==> src/rtl/matvec_pkg.sv <==
// rtl/matvec_pkg.sv - Shared state type, default size and address-width helpers for the matvec sequencer
package matvec_pkg;

   localparam int K_DEF = 8;

   typedef enum logic [2:0] {
      S_FIRST,
      S_LOAD_M,
      S_LOAD_X,
      S_ISSUE,
      S_DRAIN,
      S_OUT
   } state_t;

   function automatic int ma_w(input int k);
      return $clog2(k * k);
   endfunction

   function automatic int xa_w(input int k);
      return $clog2(k);
   endfunction

endpackage

==> src/rtl/matvec_delay_line.sv <==
// rtl/matvec_delay_line.sv - Reset-clearable shift register aligning issue strobes with MAC operands
module matvec_delay_line #(
   parameter int WIDTH = 2,
   parameter int DEPTH = 1
) (
   input  logic             i_clk,
   input  logic             i_reset_n,
   input  logic [WIDTH-1:0] i_data,
   output logic [WIDTH-1:0] o_data
);

   logic [WIDTH-1:0] r_pipe [DEPTH];

   always_ff @(posedge i_clk) begin
      if (!i_reset_n) begin
         for (int i = 0; i < DEPTH; i++) r_pipe[i] <= '0;
      end else begin
         r_pipe[0] <= i_data;
         for (int i = 1; i < DEPTH; i++) r_pipe[i] <= r_pipe[i-1];
      end
   end

   assign o_data = r_pipe[DEPTH-1];

endmodule

==> src/rtl/matvec_seq_ctrl.sv <==
// rtl/matvec_seq_ctrl.sv - KxK matrix-vector multiply control FSM; MATVEC_SEQ_PERF_EN adds perf counters
module matvec_seq_ctrl
   import matvec_pkg::*;
#(
   parameter int K      = K_DEF,
   parameter int RD_LAT = 1
) (
   input  logic               clk,
   input  logic               reset,
`ifdef MATVEC_SEQ_PERF_EN
   output logic [31:0]        perf_busy,
   output logic [15:0]        perf_rows,
`endif
   input  logic               input_valid,
   output logic               input_ready,
   input  logic               new_matrix,
   output logic               output_valid,
   input  logic               output_ready,
   output logic               m_we,
   output logic [ma_w(K)-1:0] m_waddr,
   output logic               x_we,
   output logic [xa_w(K)-1:0] x_waddr,
   output logic [ma_w(K)-1:0] m_raddr,
   output logic [xa_w(K)-1:0] x_raddr,
   output logic               acc_en,
   output logic               acc_clr
);

   localparam int MA_W = ma_w(K);
   localparam int XA_W = xa_w(K);

   state_t          r_state, w_next;
   logic [MA_W-1:0] r_mcnt;
   logic [XA_W-1:0] r_xcnt, r_row, r_k;
   logic [2:0]      r_dcnt;
   logic            w_in_xfer, w_out_xfer, w_issue;
   logic            w_m_last, w_x_last, w_k_last, w_d_last;
   logic [1:0]      w_acc;

   assign input_ready  = reset && (r_state == S_FIRST || r_state == S_LOAD_M || r_state == S_LOAD_X);
   assign output_valid = reset && (r_state == S_OUT);
   assign w_in_xfer    = input_valid && input_ready;
   assign w_out_xfer   = output_valid && output_ready;
   assign w_issue      = reset && (r_state == S_ISSUE);
   assign w_m_last     = (r_mcnt == MA_W'(K * K - 1));
   assign w_x_last     = (r_xcnt == XA_W'(K - 1));
   assign w_k_last     = (r_k == XA_W'(K - 1));
   assign w_d_last     = (r_dcnt == 3'(RD_LAT - 1));

   always_ff @(posedge clk) begin
      if (!reset) r_state <= S_FIRST;
      else        r_state <= w_next;
   end

   always_comb begin
      w_next = r_state;
      case (r_state)
         S_FIRST:  if (w_in_xfer) w_next = new_matrix ? S_LOAD_M : S_LOAD_X;
         S_LOAD_M: if (w_in_xfer && w_m_last) w_next = S_LOAD_X;
         S_LOAD_X: if (w_in_xfer && w_x_last) w_next = S_ISSUE;
         S_ISSUE:  if (w_k_last) w_next = S_DRAIN;
         S_DRAIN:  if (w_d_last) w_next = S_OUT;
         S_OUT:    if (w_out_xfer) w_next = (r_row == XA_W'(K - 1)) ? S_FIRST : S_ISSUE;
         default:  w_next = S_FIRST;
      endcase
   end

   always_comb begin
      m_we    = w_in_xfer && ((r_state == S_FIRST && new_matrix) || r_state == S_LOAD_M);
      x_we    = w_in_xfer && ((r_state == S_FIRST && !new_matrix) || r_state == S_LOAD_X);
      m_waddr = (r_state == S_LOAD_M) ? r_mcnt : '0;
      x_waddr = (r_state == S_LOAD_X) ? r_xcnt : '0;
      m_raddr = {r_row, r_k};
      x_raddr = r_k;
      acc_en  = reset && w_acc[1];
      acc_clr = reset && w_acc[0];
   end

   // r_k wraps to zero after K-1 (K is a power of two), so S_OUT sees {row, 0}
   always_ff @(posedge clk) begin
      if (!reset) begin
         r_mcnt <= '0;
         r_xcnt <= '0;
         r_row  <= '0;
         r_k    <= '0;
         r_dcnt <= '0;
      end else begin
         case (r_state)
            S_FIRST: if (w_in_xfer) begin
               r_mcnt <= MA_W'(1);
               r_xcnt <= new_matrix ? '0 : XA_W'(1);
               r_row  <= '0;
               r_k    <= '0;
            end
            S_LOAD_M: if (w_in_xfer) begin
               r_mcnt <= r_mcnt + MA_W'(1);
               if (w_m_last) r_xcnt <= '0;
            end
            S_LOAD_X: if (w_in_xfer) r_xcnt <= r_xcnt + XA_W'(1);
            S_ISSUE: begin
               r_k    <= r_k + XA_W'(1);
               r_dcnt <= '0;
            end
            S_DRAIN: r_dcnt <= r_dcnt + 3'd1;
            S_OUT:   if (w_out_xfer) r_row <= r_row + XA_W'(1);
            default: ;
         endcase
      end
   end

   matvec_delay_line #(.WIDTH(2), .DEPTH(RD_LAT)) u_acc_dly (
      .i_clk     (clk),
      .i_reset_n (reset),
      .i_data    ({w_issue, w_issue && (r_k == '0)}),
      .o_data    (w_acc)
   );

`ifdef MATVEC_SEQ_PERF_EN
   logic [31:0] r_perf_busy;
   logic [15:0] r_perf_rows;

   always_ff @(posedge clk) begin
      if (!reset) begin
         r_perf_busy <= '0;
         r_perf_rows <= '0;
      end else begin
         if (r_state != S_FIRST && r_perf_busy != '1) r_perf_busy <= r_perf_busy + 32'd1;
         if (w_out_xfer && r_perf_rows != '1)         r_perf_rows <= r_perf_rows + 16'd1;
      end
   end

   assign perf_busy = r_perf_busy;
   assign perf_rows = r_perf_rows;
`endif

endmodule

==> config.mk <==
export PLATFORM = sky130hd
export DESIGN_NAME = matvec_seq_ctrl
export DESIGN_NICKNAME = d
export VERILOG_FILES = /design/src/rtl/matvec_pkg.sv /design/src/rtl/matvec_delay_line.sv /design/src/rtl/matvec_seq_ctrl.sv
export SDC_FILE = /design/constraint.sdc
export NUM_CORES = 1
export LEC_CHECK = 0
export BUFFER_PORTS_ARGS = -buffer_cell sky130_fd_sc_hd__buf_2
export CORE_MARGIN = 1.5
export CORE_UTILIZATION = 55
export DETAILED_ROUTE_END_ITERATION = 8
export PLACE_DENSITY = 0.8
export SLEW_MARGIN = 10
export SYNTH_ARGS = -nofsm -noshare
export SYNTH_HDL_FRONTEND = slang
export SYNTH_SLANG_ARGS = --single-unit
==> constraint.sdc <==
create_clock -name clk -period 2.4 [get_ports clk]
set_input_delay 0.48 -clock clk [delete_from_list [all_inputs] [get_ports clk]]
set_output_delay 0.48 -clock clk [all_outputs]
set_load 0.05 [all_outputs]
==> metrics.cfg, run 1 <==
[outcome]
status=finished, final reports clean

[clock_tree]
clockBufferDepth=2
holdBufCountCts=0
numCtsBuffers=3
cts.clk_slew.worst_paths_ps=140
clk_latency_ps=330
h-tree-depth=1
cts.sinks=23
postCtsSetupRepairBufs=0
cts_tree=built
root_buffer=clkbuf_4

[setup_path]
worst_path_dominant_cell_family=flip-flops
worstPathRequired_ps=1920
arrival_ps=1780
worst-setup-path-type=flip-flop to output port
start_kind=flip-flop
cp-end-kind=output port
worstPathCellList=buf_4 > nor2_1 > nor4_1 > buf_2
critical_path.max_stage_delay_ps=640
cp_num_buf_inv=2
slowest_stage=dfxtp_1
cp_max_fo=14

[floorplan]
pin_count=29
dieArea_um2=2990
coreArea_um2=2500
die_h_um=54.7
row_count=18
fp.dieW_um=54.7
start_util_pct=58.9

[routing]
vias_per_cell=5.80
wl_per_cell_um=14.1
remaining_drc_errors=0
final_antenna_net_count=0
drt_iter0_markers=24
routed_wl_um=3330
drtPass1Iterations=5
via_count=1368

[timing]
setup_total_negative_slack_ps=0
maxSlewViolCount=0
fin_crit_ps=2260
worst_pin_slew_ps=528
fin_worst_skew_ps=9.84
fin_ws_ps=144
max_freq_ghz=0.443
setup_viol=0
rsz0062_at_grt=false
hold_violations=0
min_period_over_period_pct=94.0
relSlewSlack_pct=64.7

[place]
dp.cells=232
port_buffers=28
dpl_cell_area_um2=1610
place_ws_ps=343
place_congestion=0.807
hpwl_um=2440

[layout]
fin_cells=236
drive_above_1_share_pct=21.4
stdcell_area_um2=1650
fin_nets=222
utilization_pct=66.0
nFillCells=226
antenna_cells=0
area_growth_pct=12.2

[logic_synthesis]
synthFlopType=dfxtp_1
ys_warn_count=0
syn_nets=197
async_flop_share_pct=0
netlist_area_um2=1470
yosysTopAreaCell=dfxtp_1
synthTopCellsByArea=dfxtp_1 31%, ha_1 8.5%, nand2_1 5.6%
yosysUniqueCellTypes=41
yosysSeqAreaShare_pct=31.3
synth.avg_cell_area_um2=8.08
synth_edf_count=0
ys_ff_latch=23
postSynthCellCount=182
synth_top_area_share_pct=31.3

[power]
p_leak_nw=0.795
power_density_nw_per_um2=786
ir_drop_uv=586

[global_route]
grt_antenna_before_repair=0
gr-usage-all-layers_pct=25.1
grt-ovfl-total=0
grt_first_pass_wirelength_um=5380
grt_pass1_vias=1244
grt_max_degree=17

[hold_path]
hp-class=flip-flop to flip-flop

[run]
max_cap_violations=0

## worst reg2reg max path: cells and delay by family, from the launching register on
kind | cells | cell delay (ps)
AOI/OAI and AO/OA | 2 | 690
and+or+nand+nor | 1 | 310
muxes | 1 | 150
DFF | 1 | 680
## what timing repair did
action                     4_1_cts  5_1_grt
gates resized for setup          1        1
pin swaps                        0        0
setup endpoints to repair        3        1
## cell families (layout without fill, tap and decap cells)
logic type / after synthesis / in the layout / share of synthesized area (%)
simple gates: 74 / 74 / 26.6
mux: 4 / 4 / 2.72
compound gates: 40 / 40 / 18.9
flops: 23 / 23 / 31.3
fa+ha+maj: 10 / 10 / 8.50
buf+inv: 26 / 50 / 9.01
xor+xnor: 5 / 5 / 2.98
## placed cells by master, fill, tap and decap left out, types with 2 or more instances in the layout
master / count
nor2_1: 9
clkbuf_4: 3
buf_2: 28
nor3b_1: 2
nor4_1: 5
o22a_1: 2
and3_1: 8
dfxtp_1: 23
o2bb2ai_1: 3
nand4_1: 2
o21ai_0: 9
ha_1: 10
a21oi_1: 9
nand3_1: 6
mux2i_1: 4
buf_4: 6
and2_1: 5
xor2_1: 4
o31ai_1: 2
nand2_1: 22
a21boi_0: 3
nor2b_1: 4
nand3b_1: 2
nand2b_1: 2
nor3_1: 3
inv_1: 11
a211oi_1: 4
## cell usage after synthesis, types with 3 or more instances
| library cell | count |
|---|---|
| a211oi_1 | 4 |
| a21boi_0 | 3 |
| a21oi_1 | 9 |
| and2_1 | 5 |
| and3_1 | 8 |
| buf_2 | 4 |
| buf_4 | 4 |
| clkbuf_1 | 3 |
| dfxtp_1 | 23 |
| ha_1 | 10 |
| inv_1 | 11 |
| mux2i_1 | 4 |
| nand2_1 | 22 |
| nand3_1 | 6 |
| nor2_1 | 9 |
| nor2b_1 | 4 |
| nor3_1 | 4 |
| nor3b_1 | 3 |
| nor4_1 | 5 |
| o21ai_0 | 9 |
| o2bb2ai_1 | 3 |
| xor2_1 | 4 |
## metal layers
layer | GRT usage [%] | up-vias | part of all wire [%]
li1 | - | 688 | -
met1 | 30.7 | 635 | 45
met2 | 42.3 | 40 | 49
met3 | 4.10 | 5 | 4.0
met4 | 12.1 | 0 | 1.5
met5 | 0 | - | 0
## where the power goes
group          total, mW  internal (mW)  switching [mW]  leakage (nW)
Clock              0.191         0.0627           0.128        0.0177
Sequential         0.501          0.420          0.0804         0.186
Combinational      0.606          0.228           0.378         0.591
Total               1.30          0.711           0.586         0.795
## metrics by stage
| stage | hold slack (ps) | power (mW) |
|---|---|---|
| 2_1_floorplan | 450 | 0.968 |
| 3_3_place_gp | 461 | 1.07 |
| 3_5_place_dp | 478 | 1.09 |
| 4_1_cts | 500 | 1.29 |
| 5_1_grt | 529 | 1.38 |
| 6_report | 498 | 1.30 |
## final timing paths
check	slack, ps	endpoint	from	cells past startpoint
hold / removal	500	r_xcnt[2]	r_xcnt[2]	2
hold reg to reg	500	r_xcnt[2]	r_xcnt[2]	2
setup reg to reg	480	r_state[0]	r_state[2]	4
setup / recovery	140	m_we	r_state[0]	4
## area by class of cell
cell class | count | area (um^2) | area share (%)
inverter | 12 | 45.0 | 2.73
multi-input combinational | 133 | 895 | 54.2
clock buffer | 3 | 22.5 | 1.36
timing repair buffer | 34 | 185 | 11.2
sequential | 23 | 460 | 27.9
tap | 30 | 37.5 | 2.27
clock inverter | 1 | 5.00 | 0.303
## state kept, by name, summed over array words and instances, names as in the netlist
name,count
x_raddr,3
u_acc_dly.r_pipe,2
r_state,3
r_row,3
r_dcnt,3
r_mcnt,6
r_xcnt,3
No activity file was read; power rests on OpenSTA's default activity.
==> run 2, diff against run 1 <==
==> constraint.sdc (replaced) <==
create_clock -name clk -period 2.4 [get_ports clk]
set_input_delay 0.12 -clock clk [delete_from_list [all_inputs] [get_ports clk]]
set_output_delay 0.12 -clock clk [all_outputs]
set_load 0.05 [all_outputs]
==> run 2 against run 1 <==
  * Register-to-register slack got worse by 80 ps
  * Setup slack improved by 110 ps
  * Power decreased by 3.7%
  * Routed wire length decreased by 1.3%
  * Final area decreased by 2.4%
  * Clock power decreased by 7%
  * Global-route usage decreased by 1.3 points
  * Die area unchanged
  * Highest routed layer unchanged
==> metrics.cfg, run 2 (synthesis gave the netlist of run 1 again) <==
[outcome]
status=finished, final reports clean

[layout]
largest_reg_flops=6  ; unchanged
drive_above_1_share_pct=18.7  ; -2.6 points
utilization_pct=64.4  ; -1.6 points
fin_cells=233  ; -1.3%
regMostFlops=r_mcnt
layout_common_cells=28 x buf_2, 23 x dfxtp_1, 22 x nand2_1
area_growth_pct=9.44
fin_nets=219  ; -1.4%
final_common_cell=buf_2
antenna_cells=0  ; unchanged

[routing]
final_antenna_net_count=0  ; unchanged
drtPass1Iterations=4  ; -1
wl_per_cell_um=14.1  ; about the same
via_count=1388  ; +1.5%
routed_wl_um=3280  ; -1.3%
vias_per_cell=5.96  ; +2.8%
remaining_drc_errors=0  ; unchanged
drt_iter0_markers=39  ; +63%

[place]
place_congestion=0.807  ; about the same
dp.cells=229  ; -1.3%
hpwl_um=2390  ; -2.0%
place_ws_ps=499  ; +156 ps
port_buffers=28  ; unchanged

[timing]
fin_ws_ps=254  ; +109 ps
min_period_over_period_pct=89.4  ; -4.6 points
worst_pin_slew_ps=681  ; +153 ps
setup_total_negative_slack_ps=0  ; unchanged
relSlewSlack_pct=54.5  ; -10 points
maxSlewViolCount=0  ; unchanged
hold_ws_ps=259  ; -239 ps
fin_crit_ps=2150  ; -109 ps
rsz0062_at_grt=false
max_freq_ghz=0.466  ; +5.1%
fin_worst_skew_ps=4.03  ; -5.81 ps
setup_viol=0  ; unchanged
hold_violations=0  ; unchanged

[clock_tree]
holdBufCountCts=0  ; unchanged
root_buffer=clkbuf_4
h-tree-depth=1  ; unchanged
cts.clk_slew.worst_paths_ps=130  ; about the same
cts_tree=built
cts.sinks=23  ; unchanged
cts_resized=0  ; -1
postCtsSetupRepairBufs=0  ; unchanged
clockBufferDepth=2  ; unchanged
clk_latency_ps=300  ; -30 ps
numCtsBuffers=3  ; unchanged

[power]
p_leak_nw=0.773  ; -2.7%
ir_drop_uv=523  ; -11%
power_density_nw_per_um2=776  ; -1.3%

[floorplan]
die_h_um=54.7  ; unchanged
coreArea_um2=2500  ; unchanged
start_util_pct=58.9  ; unchanged
dieArea_um2=2990  ; unchanged
fp.dieW_um=54.7  ; unchanged
row_count=18  ; unchanged
pin_count=29  ; unchanged

[hold_path]
hp-class=primary input to flip-flop

[setup_path]
arrival_ps=2030  ; +250 ps
worstPathCellList=nor3b_1 > and2_1 > buf_2
cp-end-kind=output port
worst_path_dominant_cell_family=simple AND/OR/NAND/NOR gates
cp_max_fo=13  ; -1
start_kind=flip-flop
critical_path.max_stage_delay_ps=620  ; -20 ps
slowest_stage=nor3b_1
worst-setup-path-type=flip-flop to output port
worstPathRequired_ps=2280  ; +360 ps
cp_num_buf_inv=1  ; -1

[global_route]
grt_antenna_before_repair=0  ; unchanged
grt-ovfl-total=0  ; unchanged
grt_pass1_vias=1211  ; -2.7%
grt_first_pass_wirelength_um=5240  ; -2.4%
gr-usage-all-layers_pct=23.8  ; -1.3 points
grt_max_degree=30  ; +13

[run]
max_cap_violations=0  ; unchanged

[run 2: metal layers]
layer	global-route usage (%)	share of wire, %	vias up
li1	-	-	685
met1	30.1	44	657
met2	42.3	50	44
met3	2.46	5.6	2
met4	6.25	0.30	0
met5	0	0	-
[run 2: power breakdown]
part / internal (mW) / total (mW) / switching, mW
Sequential: 0.420 / 0.503 / 0.0823
Combinational: 0.203 / 0.568 / 0.365
Clock: 0.0648 / 0.178 / 0.113
[run 2: cell type report]
| type | instances | area [um^2] |
|---|---|---|
| clock buffers | 4 | 26.3 |
| fillers | 233 | 890 |
| inverters | 12 | 45.0 |
| multi-input cells | 133 | 878 |
| flip-flops and latches | 23 | 460 |
| well taps | 30 | 37.5 |
| repair buffers | 31 | 163 |
[run 2: path summary, 6_finish.rpt]
path,to,cells after the start,slack [ps],start
worst max register to register,r_state[0],4,400,r_state[2]
worst min register to register,r_xcnt[2],2,500,r_xcnt[2]
worst min-delay path,r_row[2],5,260,output_ready
worst max-delay path,x_waddr[0],3,250,r_state[1]
[run 2: through the flow]
stage          instance area, um^2  power [mW]
3_3_place_gp                  1580        1.04
6_report                      1610        1.25
3_5_place_dp                  1580        1.06
4_1_cts                       1610        1.25
2_1_floorplan                 1470       0.966
5_1_grt                       1610        1.32
[run 2: tightest hold or removal path: stages]
cell and delay (ps):
buf_2 110, nand3b_1 110, o2bb2ai_1 80, nand2_1 50, a21boi_0 60
